===== config.mk =====
export PLATFORM = sky130hd
export DESIGN_NAME = snk_video_timing_gen
export DESIGN_NICKNAME = d
export VERILOG_FILES = /design/src/rtl/snk_video_pkg.sv /design/src/rtl/snk_video_timing_gen_counter.sv /design/src/rtl/snk_video_timing_gen.sv
export SDC_FILE = /design/constraint.sdc
export NUM_CORES = 1
export LEC_CHECK = 0
export ABC_CLOCK_PERIOD_IN_PS = 5700
export BUFFER_PORTS_ARGS = -buffer_cell sky130_fd_sc_hd__buf_4
export CAP_MARGIN = 20
export CORE_ASPECT_RATIO = 1.75
export CORE_MARGIN = 1.5
export CORE_UTILIZATION = 59
export DETAILED_ROUTE_END_ITERATION = 10
export PLACE_DENSITY = 0.82
export SETUP_SLACK_MARGIN = 0.02
export SYNTH_ARGS = -nofsm -noshare
export SYNTH_HDL_FRONTEND = slang
export SYNTH_SLANG_ARGS = --single-unit

===== constraint.sdc =====
create_clock -name clk -period 5.7 [get_ports clk]
set_clock_uncertainty 0.05 [all_clocks]
set_input_delay 0.855 -clock clk [delete_from_list [all_inputs] [get_ports clk]]
set_output_delay 0.855 -clock clk [all_outputs]
set_load 0.05 [all_outputs]

===== src/rtl/snk_video_pkg.sv =====
// snk_video_pkg
//   Shared definitions for the SNK video timing generator.
//   - timing_cfg_t   : one raster geometry (totals, active area, sync placement)
//   - ATHENA_TIMING  : raster used by Athena
//   - TNKIII_TIMING  : raster used by TNK III (same crystal and raster as Athena)
//   - sat_add_clamp(): base + signed offset, saturated into [lo, hi]
package snk_video_pkg;

    typedef struct packed {
        int h_total;
        int h_active;
        int h_sync_start;
        int h_sync_len;
        int v_total;
        int v_active;
        int v_sync_start;
        int v_sync_len;
    } timing_cfg_t;

    localparam timing_cfg_t ATHENA_TIMING = '{
        h_total      : 424,
        h_active     : 288,
        h_sync_start : 320,
        h_sync_len   : 32,
        v_total      : 262,
        v_active     : 224,
        v_sync_start : 236,
        v_sync_len   : 3
    };

    localparam timing_cfg_t TNKIII_TIMING = '{
        h_total      : 424,
        h_active     : 288,
        h_sync_start : 320,
        h_sync_len   : 32,
        v_total      : 262,
        v_active     : 224,
        v_sync_start : 236,
        v_sync_len   : 3
    };

    // Signed add followed by saturation. The sum can go below lo when a
    // negative offset is applied to a sync start that sits near the end of
    // the active area, so the arithmetic is done signed.
    function automatic int sat_add_clamp(input int base, input int offset,
                                         input int lo, input int hi);
        int sum;
        sum = base + offset;
        if (sum < lo) begin
            return lo;
        end
        if (sum > hi) begin
            return hi;
        end
        return sum;
    endfunction

endpackage


===== src/rtl/snk_video_timing_gen_counter.sv =====
// snk_sync_counter
//   Generic wrap counter: counts 0..MAX while en is high and wraps to 0.
//   Ports:
//     clk      : clock
//     rst_n    : synchronous active-low reset
//     en       : count enable for this cycle
//     cnt      : registered count
//     cnt_next : value cnt takes at the next clk edge (lets the parent decode
//                outputs in the same cycle the counter moves)
//     tc       : terminal count, cnt == MAX
module snk_sync_counter #(
    parameter int MAX = 423,
    parameter int W   = 9
) (
    input  logic         clk,
    input  logic         rst_n,
    input  logic         en,
    output logic [W-1:0] cnt,
    output logic [W-1:0] cnt_next,
    output logic         tc
);

    assign tc = (cnt == W'(MAX));

    always_comb begin
        cnt_next = cnt;
        if (en) begin
            cnt_next = tc ? '0 : cnt + W'(1);
        end
    end

    always_ff @(posedge clk) begin
        if (!rst_n) begin
            cnt <= '0;
        end else begin
            cnt <= cnt_next;
        end
    end

endmodule


===== src/rtl/snk_video_timing_gen.sv =====
// snk_video_timing_gen
//   Pixel-enable-qualified raster timing for SNK tile/sprite boards.
//   Produces raw counters, blanking, sync, display enable, flip-corrected
//   screen coordinates, line/frame strobes and a vblank interrupt strobe.
//   Sync position can be trimmed at run time; the trim only takes effect at
//   a frame boundary so a frame is never torn.
//   Ports:
//     clk         : core clock
//     VIDEO_RSTn  : synchronous active-low reset
//     ce_pix      : pixel clock enable, one clk wide
//     flip        : screen invert, sampled on every ce
//     hs_adj      : signed hsync offset in pixels (-8..+7)
//     vs_adj      : signed vsync offset in lines (-4..+3)
//     hcnt, vcnt  : raw raster position
//     scr_x/scr_y : flip-corrected position inside the active area
//     hblank/vblank/hsync/vsync/disp : registered raster decodes
//     line_start/frame_start/vbl_irq : one-clk strobes
//     frame_cnt   : frame counter, wraps at 256
module snk_video_timing_gen
    import snk_video_pkg::*;
#(
    parameter int H_TOTAL      = ATHENA_TIMING.h_total,
    parameter int H_ACTIVE     = ATHENA_TIMING.h_active,
    parameter int H_SYNC_START = ATHENA_TIMING.h_sync_start,
    parameter int H_SYNC_LEN   = ATHENA_TIMING.h_sync_len,
    parameter int V_TOTAL      = ATHENA_TIMING.v_total,
    parameter int V_ACTIVE     = ATHENA_TIMING.v_active,
    parameter int V_SYNC_START = ATHENA_TIMING.v_sync_start,
    parameter int V_SYNC_LEN   = ATHENA_TIMING.v_sync_len,
    parameter int HW           = $clog2(H_TOTAL),
    parameter int VW           = $clog2(V_TOTAL)
) (
    input  logic          clk,
    input  logic          VIDEO_RSTn,
    input  logic          ce_pix,
    input  logic          flip,
    input  logic [3:0]    hs_adj,
    input  logic [2:0]    vs_adj,
    output logic [HW-1:0] hcnt,
    output logic [VW-1:0] vcnt,
    output logic [HW-1:0] scr_x,
    output logic [VW-1:0] scr_y,
    output logic          hblank,
    output logic          vblank,
    output logic          hsync,
    output logic          vsync,
    output logic          disp,
    output logic          line_start,
    output logic          frame_start,
    output logic          vbl_irq,
    output logic [7:0]    frame_cnt
);

    if (H_ACTIVE + H_SYNC_LEN > H_TOTAL) begin : g_bad_h_geometry
        $error("snk_video_timing_gen: H_ACTIVE + H_SYNC_LEN exceeds H_TOTAL");
    end
    if (V_ACTIVE + V_SYNC_LEN > V_TOTAL) begin : g_bad_v_geometry
        $error("snk_video_timing_gen: V_ACTIVE + V_SYNC_LEN exceeds V_TOTAL");
    end

    logic [HW-1:0] h_next;
    logic [VW-1:0] v_next;
    logic          h_tc;
    logic          v_tc;

    snk_sync_counter #(
        .MAX (H_TOTAL - 1),
        .W   (HW)
    ) u_hcnt (
        .clk      (clk),
        .rst_n    (VIDEO_RSTn),
        .en       (ce_pix),
        .cnt      (hcnt),
        .cnt_next (h_next),
        .tc       (h_tc)
    );

    snk_sync_counter #(
        .MAX (V_TOTAL - 1),
        .W   (VW)
    ) u_vcnt (
        .clk      (clk),
        .rst_n    (VIDEO_RSTn),
        .en       (ce_pix & h_tc),
        .cnt      (vcnt),
        .cnt_next (v_next),
        .tc       (v_tc)
    );

    // Shadowed sync trims, only reloaded on the last pixel of a frame.
    logic signed [3:0] hs_sh;
    logic signed [2:0] vs_sh;

    logic [HW-1:0] hs_start;
    logic [HW:0]   hs_end;
    logic [VW-1:0] vs_start;
    logic [VW:0]   vs_end;

    assign hs_start = HW'(sat_add_clamp(H_SYNC_START, int'(hs_sh),
                                        H_ACTIVE, H_TOTAL - H_SYNC_LEN));
    assign vs_start = VW'(sat_add_clamp(V_SYNC_START, int'(vs_sh),
                                        V_ACTIVE, V_TOTAL - V_SYNC_LEN));
    // One extra bit: the window end may equal the total.
    assign hs_end   = {1'b0, hs_start} + (HW+1)'(H_SYNC_LEN);
    assign vs_end   = {1'b0, vs_start} + (VW+1)'(V_SYNC_LEN);

    // Everything below is decoded from the position the counters move to on
    // this edge, so the registered outputs stay coherent with hcnt/vcnt.
    logic          hblank_d;
    logic          vblank_d;
    logic          hsync_d;
    logic          vs_after_start;
    logic          vs_before_end;
    logic          vsync_d;
    logic [HW-1:0] scr_x_d;
    logic [VW-1:0] scr_y_d;
    logic          line_start_d;

    assign hblank_d = (h_next >= HW'(H_ACTIVE));
    assign vblank_d = (v_next >= VW'(V_ACTIVE));
    assign hsync_d  = (h_next >= hs_start) && ({1'b0, h_next} < hs_end);

    // vsync edges land at hcnt == hs_start of the start and end lines, so
    // the window is [vs_start:hs_start, vs_end:hs_start) in raster order.
    // When vs_end equals V_TOTAL the window simply runs to the frame end.
    assign vs_after_start = (v_next > vs_start) ||
                            ((v_next == vs_start) && (h_next >= hs_start));
    assign vs_before_end  = ({1'b0, v_next} < vs_end) ||
                            (({1'b0, v_next} == vs_end) && (h_next < hs_start));
    assign vsync_d        = vs_after_start && vs_before_end;

    assign scr_x_d = (flip && !hblank_d) ? HW'(H_ACTIVE - 1) - h_next : h_next;
    assign scr_y_d = (flip && !vblank_d) ? VW'(V_ACTIVE - 1) - v_next : v_next;

    assign line_start_d = (h_next == '0);

    always_ff @(posedge clk) begin
        if (!VIDEO_RSTn) begin
            scr_x       <= '0;
            scr_y       <= '0;
            hblank      <= 1'b1;
            vblank      <= 1'b1;
            hsync       <= 1'b0;
            vsync       <= 1'b0;
            disp        <= 1'b0;
            line_start  <= 1'b0;
            frame_start <= 1'b0;
            vbl_irq     <= 1'b0;
            frame_cnt   <= 8'd0;
            hs_sh       <= '0;
            vs_sh       <= '0;
        end else begin
            // Strobes drop on the clk after they fire, independent of ce gaps.
            line_start  <= 1'b0;
            frame_start <= 1'b0;
            vbl_irq     <= 1'b0;
            if (ce_pix) begin
                scr_x       <= scr_x_d;
                scr_y       <= scr_y_d;
                hblank      <= hblank_d;
                vblank      <= vblank_d;
                hsync       <= hsync_d;
                vsync       <= vsync_d;
                disp        <= !hblank_d && !vblank_d;
                line_start  <= line_start_d;
                frame_start <= line_start_d && (v_next == '0);
                vbl_irq     <= line_start_d && (v_next == VW'(V_ACTIVE));
                if (h_tc && v_tc) begin
                    hs_sh     <= $signed(hs_adj);
                    vs_sh     <= $signed(vs_adj);
                    frame_cnt <= frame_cnt + 8'd1;
                end
            end
        end
    end

endmodule


==> flow_summary.yaml, run 1 <==
clock_network:
  clk_pin_slew_ns: 0.06
  clk_latency_ns: 0.36
  cts_tree: "done"
  numCtsBuffers: 9
  cts.sinks: 59
  postCtsResizedCells: 0
  cts_max_path_buffers: 2
  ctsHoldBuffers: 0
  postCtsSetupBuffers: 0
  ctsHtreeMaxLevel: 3
  root_buffer: "clkbuf_8"
synth:
  synth_compound_area_share_pct: 13.18
  yosysSeqAreaShare_pct: 34.65
  syn_nets: 448
  avgSynthCellArea_um2: 8.313
  synth_top_area_share_pct: 34.65
  synth_top_family_by_area: "simple AND/OR/NAND/NOR gates"
  netlist_area_um2: 3408
  yosysUniqueCellTypes: 61
  yosysMostFrequentCell: "dfxtp_1"
  yosysTopAreaCell: "dfxtp_1"
  synthTopCellsByArea: "dfxtp_1 35%, ha_1 9.9%, nor2_1 4.6%, nand2_1 4.3%, a21oi_1 4.3%"
  synth-edff-count: 0
  ys.flop_type: "dfxtp_1"
  muxShareOfSynthArea_pct: 2.349
  synth_seq_cells: 59
  synthAdderAreaFrac_pct: 10.50
  synth-simple-area-share_pct: 28.23
  synth_common_cells: "59 x dfxtp_1, 42 x nor2_1, 39 x nand2_1"
  syn_inst: 410
  synth_xor_area_share_pct: 5.910
  postSynth.asyncResetShare_pct: 0
  synth-warning-count: 0
timing:
  slew_headroom_pct: 44.71
  slew_violations: 0
  rsz0062_at_grt: "false"
  setup_viol: 0
  hold_viol_final: 0
  max_clock_freq_mhz: 294.7
  period_share_pct: 59.52
  worst_pin_slew_ns: 0.8234
  tns_ns: 0
  layout_min_cycle_time_ns: 3.393
grt:
  grt_pass1_vias: 3003
  grt_max_degree: 48
  track_usage_pct: 30.60
  antenna_found_initial: 0
  grt_pass1_wl_mm: 14.31
  gr-total-overflow: 0
final_layout:
  layout-drive-gt1-share_pct: 18.72
  design_area_um2: 4131
  nets: 503
  instances_no_fill: 546
  area_growth_pct: 21.22
  antennaDiodeCount: 0
critical_path:
  cp_max_fo: 47
  cp.required_ns: 5.95
  cp-start-kind: "input pin"
  rrSetupSlack_ns: 2.40
  critical_path_class: "in2reg"
  crit_arrival_ns: 3.64
  worstSetupEndpointType: "flip-flop"
die:
  die_area_um2: 6260
  ioPinCount: 63
  core_um2: 5585
  start_util_pct: 61.02
  die_y_um: 103.5
  placementRows: 36
  die_w_um: 60.46
routing:
  m1WireLength_mm: 3.262
  wl_per_cell_um: 16.30
  drt-initial-drc-count: 282
  met2_wirelength_mm: 4.796
  antenna_left: 0
  drc_errors: 0
  routed_wl_mm: 8.898
  via_per_inst: 5.756
  firstDrtPassIters: 6
  top_layer: "met4"
  num_vias: 3143
  dr_wl_met3_um: 404
placed_design:
  place_congestion: 0.9194
  numPortBuffers: 62
  hpwl_mm: 6.446
  dp_cells: 530
  place_area_um2: 3890
power:
  irDropWorstVdd_v: 0.0003227
  p_total_w: 0.001006
  power_density_nw_per_um2: 243.4
  leakagePower_nw: 1.868
hold_path:
  hold_path_class: "reg2reg"
status:
  status: "complete, no violations"
flow_run:
  max_cap_violations: 0
==> power by group <==
part | switching, W | internal (W)
registers | 0.00000659 | 0.000422
clock network | 0.000171 | 0.000301
logic | 0.0000712 | 0.0000338
total | 0.000249 | 0.000757
==> cell usage in the layout (no fill, tap or decap), types with 2 or more instances in the layout <==
cell type	netlist	routed
clkinv_2	0	2
bufinv_16	0	3
nand3b_1	7	7
and2_1	8	8
nor4b_1	2	2
buf_4	1	63
xor2_1	9	9
clkbuf_8	0	10
o21ai_1	10	10
nand2_1	39	39
a21oi_1	29	29
nor3_1	4	4
xnor2_1	14	14
inv_1	23	23
ha_1	27	27
dfxtp_1	59	59
or3_1	8	8
a211oi_1	2	2
nor2_1	42	42
nand4b_1	2	2
and3_1	7	7
nand2b_1	6	6
nand4_1	14	14
nor2b_1	6	6
maj3_1	2	2
a31oi_1	6	6
mux2i_1	8	8
o21ai_0	9	9
nand3_1	16	16
a21o_1	2	2
==> kinds of logic (layout without fill, tap and decap cells) <==
logic type	after synthesis	in the layout
xor+xnor	23	23
flops	59	59
simple gates	175	175
mux	8	8
compound gates	73	73
fa+ha+maj	29	29
buf+inv	43	103
==> cell type report <==
cell class	count	area, um2
inverters	24	90.09
clock buffers	11	141.4
flip-flops and latches	59	1181
clock inverters	5	100.1
multi-input cells	308	2051
fillers	458	1454
repair buffers	63	473.0
well taps	76	95.09
==> worst paths after layout <==
| kind | from | endpoint | cells after the start |
|---|---|---|---|
| min | scr_x[7]$_SDFFE_PN0P_ | scr_x[7]$_SDFFE_PN0P_ | 2 |
| max reg2reg | u_hcnt.cnt[0]$_SDFF_PN0_ | hsync$_SDFFE_PN0P_ | 14 |
| max | ce_pix | scr_x[2]$_SDFFE_PN0P_ | 12 |
| min reg2reg | scr_x[7]$_SDFFE_PN0P_ | scr_x[7]$_SDFFE_PN0P_ | 2 |
==> flip-flops by register name, indices dropped and copies added (netlist names), 3 cells and up <==
register and count:
scr_y 9, vs_sh 3, u_hcnt.cnt 9, hs_sh 4, frame_cnt 8, u_vcnt.cnt 9, scr_x 9
==> metrics by stage <==
step | utilization, % | worst slack [ns] | hold slack (ns)
2_1_floorplan | - | 2.412 | 0.3863
3_3_place_gp | 69.65 | 2.096 | 0.3945
3_5_place_dp | 69.65 | 2.020 | 0.4019
4_1_cts | 73.97 | 2.381 | 0.4120
5_1_grt | 73.97 | 2.063 | 0.4315
6_report | 73.97 | 2.307 | 0.4101
==> worst max-delay path, cell delays in order <==
cell     delay, ns
buf_4         0.38
nand4_1       0.28
nor2b_1       0.28
xnor2_1       0.09
nor2_1        0.29
ha_1          0.20
and2_1        0.12
a41o_1        0.25
o21ai_1       0.12
and2_1        0.31
or3_1         0.39
nand3_1       0.07
==> routing by layer <==
layer / global-route usage (%) / up-vias
li1: - / 1545
met2: 52.48 / 98
met1: 32.28 / 1464
met5: 0 / -
met4: 16.46 / 0
met3: 8.115 / 36
(Power assumes the default switching activity.)
==> run 2: changes to the inputs <==
--- a/config.mk
+++ b/config.mk
@@ -5,14 +5,15 @@
 export SDC_FILE = /design/constraint.sdc
 export NUM_CORES = 1
 export LEC_CHECK = 0
-export ABC_CLOCK_PERIOD_IN_PS = 5700
+export ABC_AREA = 1
+export ABC_CLOCK_PERIOD_IN_PS = 2700
 export BUFFER_PORTS_ARGS = -buffer_cell sky130_fd_sc_hd__buf_4
 export CAP_MARGIN = 20
 export CORE_ASPECT_RATIO = 1.75
 export CORE_MARGIN = 1.5
-export CORE_UTILIZATION = 59
+export CORE_UTILIZATION = 51
 export DETAILED_ROUTE_END_ITERATION = 10
-export PLACE_DENSITY = 0.82
+export PLACE_DENSITY = 0.75
 export SETUP_SLACK_MARGIN = 0.02
 export SYNTH_ARGS = -nofsm -noshare
 export SYNTH_HDL_FRONTEND = slang
==> constraint.sdc (replaced) <==
create_clock -name clk -period 2.7 [get_ports clk]
set_clock_uncertainty 0.05 [all_clocks]
set_input_delay 0.405 -clock clk [delete_from_list [all_inputs] [get_ports clk]]
set_output_delay 0.405 -clock clk [all_outputs]
set_load 0.05 [all_outputs]
==> flow_summary.yaml, run 2 <==
critical_path:
  crit_path_frequent_cell: "nand2_1"
  cp-start-kind: "flip-flop"
  cp.required_ns: 2.91
  crit_chain: "ha_4, nand2_1, nor2_1, nand2_2, nor2_4, inv_2, buf_4, nand3_2, inv_2, ha_1, nor2_2, nand4_1, nor2_2, nand3_1, nand2_1, nand2_1, nand2_1, nand2_1, a21oi_1"
  worstSetupEndpointType: "flip-flop"
  cp_slowest_cell: "dfxtp_4"
  crit_family: "simple AND/OR/NAND/NOR gates"
  cp_max_fo: 6
  path_buf_inv: 3
  max_stage_delay_ns: 0.37
  critical_path_class: "reg2reg"
  crit_arrival_ns: 2.85
routing:
  routed_wl_mm: 10.18
  drt-initial-drc-count: 321
  firstDrtPassIters: 7
  num_vias: 3752
  antenna_left: 0
  wl_per_cell_um: 14.34
  via_per_inst: 5.285
  drc_errors: 0
final_layout:
  nets: 659
  instances_no_fill: 710
  fin_util_pct: 69.20
  final_cell_mix: "128 x nand2_1, 82 x buf_4, 66 x inv_1, 60 x nor2_1, 50 x dfxtp_1"
  fillCellCount: 582
  antennaDiodeCount: 0
  layout_commonest_cell: "nand2_1"
  design_area_um2: 4745
  area_growth_pct: 30.94
  layout-drive-gt1-share_pct: 25.24
synth:
  muxShareOfSynthArea_pct: 0
  synth_seq_cells: 59
  yosysTopAreaCell: "dfxtp_1"
  synth_xor_area_share_pct: 1.692
  synthTopCellsByArea: "dfxtp_1 33%, nand2_1 14%, ha_1 9.3%, inv_1 7.0%, nor2_1 6.9%"
  synth_top_family_by_area: "simple AND/OR/NAND/NOR gates"
  synthAdderAreaFrac_pct: 9.323
  synth-warning-count: 0
  netlist_area_um2: 3623
  synth-edff-count: 0
  synth_compound_area_share_pct: 10.22
  synth-simple-area-share_pct: 36.15
  synth_top_area_share_pct: 32.60
  synth_common_cells: "131 x nand2_1, 68 x inv_1, 67 x nor2_1"
  yosysMostFrequentCell: "nand2_1"
  syn_inst: 541
  yosysSeqAreaShare_pct: 32.60
  yosysUniqueCellTypes: 37
  ys.flop_type: "dfxtp_1"
  postSynth.asyncResetShare_pct: 0
  avgSynthCellArea_um2: 6.698
  syn_nets: 579
die:
  core_um2: 6857
  start_util_pct: 52.85
  die_w_um: 66.72
  ioPinCount: 63
  die_area_um2: 7639
  placementRows: 40
  die_y_um: 114.5
clock_network:
  clk_pin_slew_ns: 0.05
  cts.sinks: 59
  ctsHtreeMaxLevel: 3
  clk_latency_ns: 0.33
  cts_tree: "done"
  cts_max_path_buffers: 2
  numCtsBuffers: 9
  ctsHoldBuffers: 0
  root_buffer: "clkbuf_16"
timing:
  period_share_pct: 97.59
  setup_viol: 0
  hold_viol_final: 0
  tns_ns: 0
  slew_violations: 0
  slew_headroom_pct: 73.48
  max_clock_freq_mhz: 379.5
  layout_min_cycle_time_ns: 2.635
  rsz0062_at_grt: "true"
  worst_pin_slew_ns: 0.3968
power:
  irDropWorstVdd_v: 0.0003777
  power_density_nw_per_um2: 484.5
  p_total_w: 0.002299
  leakagePower_nw: 2.400
status:
  status: "complete, no violations"
placed_design:
  hpwl_mm: 7.492
  dp_cells: 687
  place_area_um2: 4258
  numPortBuffers: 62
  place_congestion: 0.9001
grt:
  grt_pass1_vias: 3449
  antenna_found_initial: 0
  track_usage_pct: 27.73
  gr-total-overflow: 0
  grt_max_degree: 26
  grt_pass1_wl_mm: 16.13
hold_path:
  hold_path_class: "in2reg"
flow_run:
  max_cap_violations: 0
-- run 2: through the flow --
stage / hold slack [ns] / worst slack [ns]
after floorplan: 0.3831 / 0.04267
after global placement: 0.4060 / 0.05163
after detailed placement: 0.4100 / 0.04152
after CTS: 0.2866 / 0.03302
after global routing: 0.2933 / -0.1472
final: 0.2829 / 0.06508
-- run 2: final timing paths --
check	cells past startpoint	end	start	slack (ns)
max	19	vsync$_SDFFE_PN0P_	u_hcnt.cnt[1]$_SDFF_PN0_	0.07
min	3	hs_sh[0]$_SDFFE_PN0P_	hs_adj[0]	0.28
max reg2reg	19	vsync$_SDFFE_PN0P_	u_hcnt.cnt[1]$_SDFF_PN0_	0.07
min reg2reg	2	hs_sh[1]$_SDFFE_PN0P_	hs_sh[1]$_SDFFE_PN0P_	0.41
-- run 2: final cells by class --
cell class / instances / area, um2 / share of cell area [%]
Multi-Input combinational cell: 392 / 2227 / 46.94
Sequential cell: 59 / 1197 / 25.24
Clock inverter: 3 / 20.02 / 0.4219
Clock buffer: 13 / 280.3 / 5.907
Timing Repair Buffer: 83 / 626.9 / 13.21
Tap cell: 84 / 105.1 / 2.215
Inverter: 76 / 287.8 / 6.065
-- run 2: power by group --
part           total [W]  leakage, nW  internal (W)  switching, W
logic           0.000268         1.77     0.0000822      0.000186
registers       0.000913        0.486      0.000896     0.0000162
clock network    0.00112        0.144      0.000718      0.000399
total            0.00230         2.40       0.00170      0.000601
-- run 2: kinds of logic after synthesis --
kind of cell,count (synthesis)
buffers and inverters,91
xor gates and xnor gates,7
adders and majority gates,27
DFF,59
and+or+nand+nor,288
AOI/OAI and AO/OA,69
-- run 2: timing repair --
action                     in CTS  in global routing
gates resized for setup         0                 33
setup buffers                   0                  6
setup endpoints to repair       0                 12
-- run 2: per-layer routing --
| metal | vias up | part of all wire (%) | GRT usage (%) |
|---|---|---|---|
| met2 | 94 | 56 | 50.53 |
| met3 | 29 | 3.2 | 4.523 |
| met4 | 0 | 3.8 | 14.56 |
| met1 | 1735 | 37 | 29.47 |
| li1 | 1894 | - | - |
| met5 | - | 0 | 0 |
-- run 2: worst reg2reg max path: cells and delay by family (launching register included) --
kind	cells	cell delay, ns
AO/OA/AOI/OAI	1	0.12
adder cells (fa/ha/maj)	2	0.44
buffers and inverters	3	0.33
flip-flops	1	0.37
AND/OR/NAND/NOR	13	1.26
==> run 3: changes to the inputs <==
--- a/config.mk
+++ b/config.mk
@@ -8,12 +8,11 @@
 export ABC_AREA = 1
 export ABC_CLOCK_PERIOD_IN_PS = 2700
 export BUFFER_PORTS_ARGS = -buffer_cell sky130_fd_sc_hd__buf_4
-export CAP_MARGIN = 20
 export CORE_ASPECT_RATIO = 1.75
 export CORE_MARGIN = 1.5
 export CORE_UTILIZATION = 51
 export DETAILED_ROUTE_END_ITERATION = 10
-export PLACE_DENSITY = 0.75
+export PLACE_DENSITY = 0.81
 export SETUP_SLACK_MARGIN = 0.02
 export SYNTH_ARGS = -nofsm -noshare
 export SYNTH_HDL_FRONTEND = slang
==> flow_summary.yaml, run 3 (synthesized netlist as in run 2, its figures left out) <==
grt:
  grt_max_degree: 34
  antenna_found_initial: 0
  grt_pass1_vias: 3637
  track_usage_pct: 28.20
  gr-total-overflow: 0
  grt_pass1_wl_mm: 16.31
power:
  power_density_nw_per_um2: 497.7
  switchingPower_w: 0.0006013
  irDropWorstVdd_v: 0.0003336
  switching_share_pct: 25.05
  intPower_w: 0.001800
  seq_power_share_pct: 38.0
  combPwrFrac_pct: 11.3
  p_clk_share_pct: 50.7
  leakagePower_nw: 2.431
routing:
  via_per_inst: 5.413
  drt-initial-drc-count: 346
  drc_errors: 0
  antenna_left: 0
  routed_wl_mm: 10.83
  wl_per_cell_um: 15.12
  num_vias: 3876
  firstDrtPassIters: 4
critical_path:
  critical_path_class: "reg2reg"
  worstSetupEndpointType: "flip-flop"
  cp-start-kind: "flip-flop"
  crit_arrival_ns: 2.87
  cp_max_fo: 5
  cp.required_ns: 2.91
clock_network:
  cts.sinks: 59
  root_buffer: "clkbuf_16"
  numCtsBuffers: 9
  clk_latency_ns: 0.33
  ctsHtreeMaxLevel: 3
  cts_max_path_buffers: 2
  clk_pin_slew_ns: 0.05
  cts_tree: "done"
die:
  placementRows: 40
  die_w_um: 66.72
  die_y_um: 114.5
  die_area_um2: 7639
  ioPinCount: 63
  core_um2: 6857
  start_util_pct: 52.85
placed_design:
  numPortBuffers: 62
  dp_cells: 687
  place_congestion: 0.9722
  hpwl_mm: 7.557
final_layout:
  fillCellCount: 562
  final_cell_mix: "126 x nand2_1, 87 x buf_4, 66 x inv_1, 60 x nor2_1, 49 x dfxtp_1"
  layout-drive-gt1-share_pct: 26.58
  nets: 665
  layout_commonest_cell: "nand2_1"
  area_growth_pct: 33.15
  antennaDiodeCount: 0
  instances_no_fill: 716
status:
  status: "complete, no violations"
timing:
  max_clock_freq_mhz: 376.4
  slew_violations: 0
  worst_pin_slew_ns: 0.4057
  layout_min_cycle_time_ns: 2.657
  setup_viol: 0
  whs_ns: 0.2999
  slew_headroom_pct: 72.96
  period_share_pct: 98.40
  rsz0062_at_grt: "true"
  hold_viol_final: 0
flow_run:
  max_cap_violations: 0
hold_path:
  hold_path_class: "in2reg"
run 3: cell count changes in the layout (fill, tap and decap cells not counted), sizes merged:
| cell | delta |
|---|---|
| buf | +7 |
| bufinv | +1 |
| clkinvlp | -1 |
| nor2 | -1 |
run 3: final timing paths:
check | start | end | slack [ns] | cells after the start
max | u_hcnt.cnt[1]$_SDFF_PN0_ | vsync$_SDFFE_PN0P_ | 0.04 | 19
min reg2reg | hs_sh[1]$_SDFFE_PN0P_ | hs_sh[1]$_SDFFE_PN0P_ | 0.41 | 2
max reg2reg | u_hcnt.cnt[1]$_SDFF_PN0_ | vsync$_SDFFE_PN0P_ | 0.04 | 19
min | vs_adj[0] | vs_sh[0]$_SDFFE_PN0P_ | 0.30 | 3
run 3: final cells by class:
cell class	count	area, um2	area share [%]
Clock buffer	13	281.5	5.835
Clock inverter	3	42.54	0.8817
Sequential cell	59	1199	24.84
Timing Repair Buffer	90	704.4	14.60
Multi-Input combinational cell	391	2205	45.69
Inverter	76	287.8	5.965
Tap cell	84	105.1	2.178
run 3: power groups by stage:
stage	Combinational [W]	Sequential [W]	Clock, W
3_3_place_gp	0.000259	0.000929	0
6_report	0.000271	0.000912	0.00122
4_1_cts	0.000263	0.000912	0.00123
3_5_place_dp	0.000262	0.000930	0
2_1_floorplan	0.0000919	0.00101	0
5_1_grt	0.000289	0.000914	0.00127
run 3: per-layer routing:
metal	vias up	global-route usage, %	wire length [um]
met5	-	0	0
met2	159	50.93	5863
met4	0	19.05	562
met1	1770	28.22	3805
li1	1903	-	-
met3	44	5.015	597
run 3: repair_timing:
item	4_1_cts	5_1_grt
setup buffers	1	12
pin swaps	2	23
gates cloned	0	0
resized for setup	3	34
hold buffers	0	0
endpoints found under the setup margin	1	12
run 3: through the flow:
step	TNS (ns)	total power (W)	setup WS [ns]	utilization (%)	instance area, um2
floorplan	0	0.001105	0.04267	-	3652
global placement	0	0.001189	0.1207	62.10	4258
detailed placement	0	0.001193	0.03490	62.10	4258
CTS	0	0.002401	0.02073	67.14	4603
global route	-0.1837	0.002470	-0.1420	70.37	4825
finish	0	0.002401	0.04333	70.37	4825
run 3: worst max-delay path, stage by stage, from the launching register on:
cell,delay (ns)
dfxtp_4,0.37
ha_4,0.15
nand2_2,0.05
nor2_2,0.09
nand2_2,0.10
nor2_4,0.19
nand4_1,0.24
nand2_2,0.19
nor2_4,0.07
ha_4,0.29
nand2_2,0.05
nor2_1,0.10
nand3_1,0.08
nor2_2,0.12
nand2_1,0.06
nor2_1,0.10
nand2_1,0.06
nand2_1,0.05
nand2_1,0.04
a21oi_1,0.14
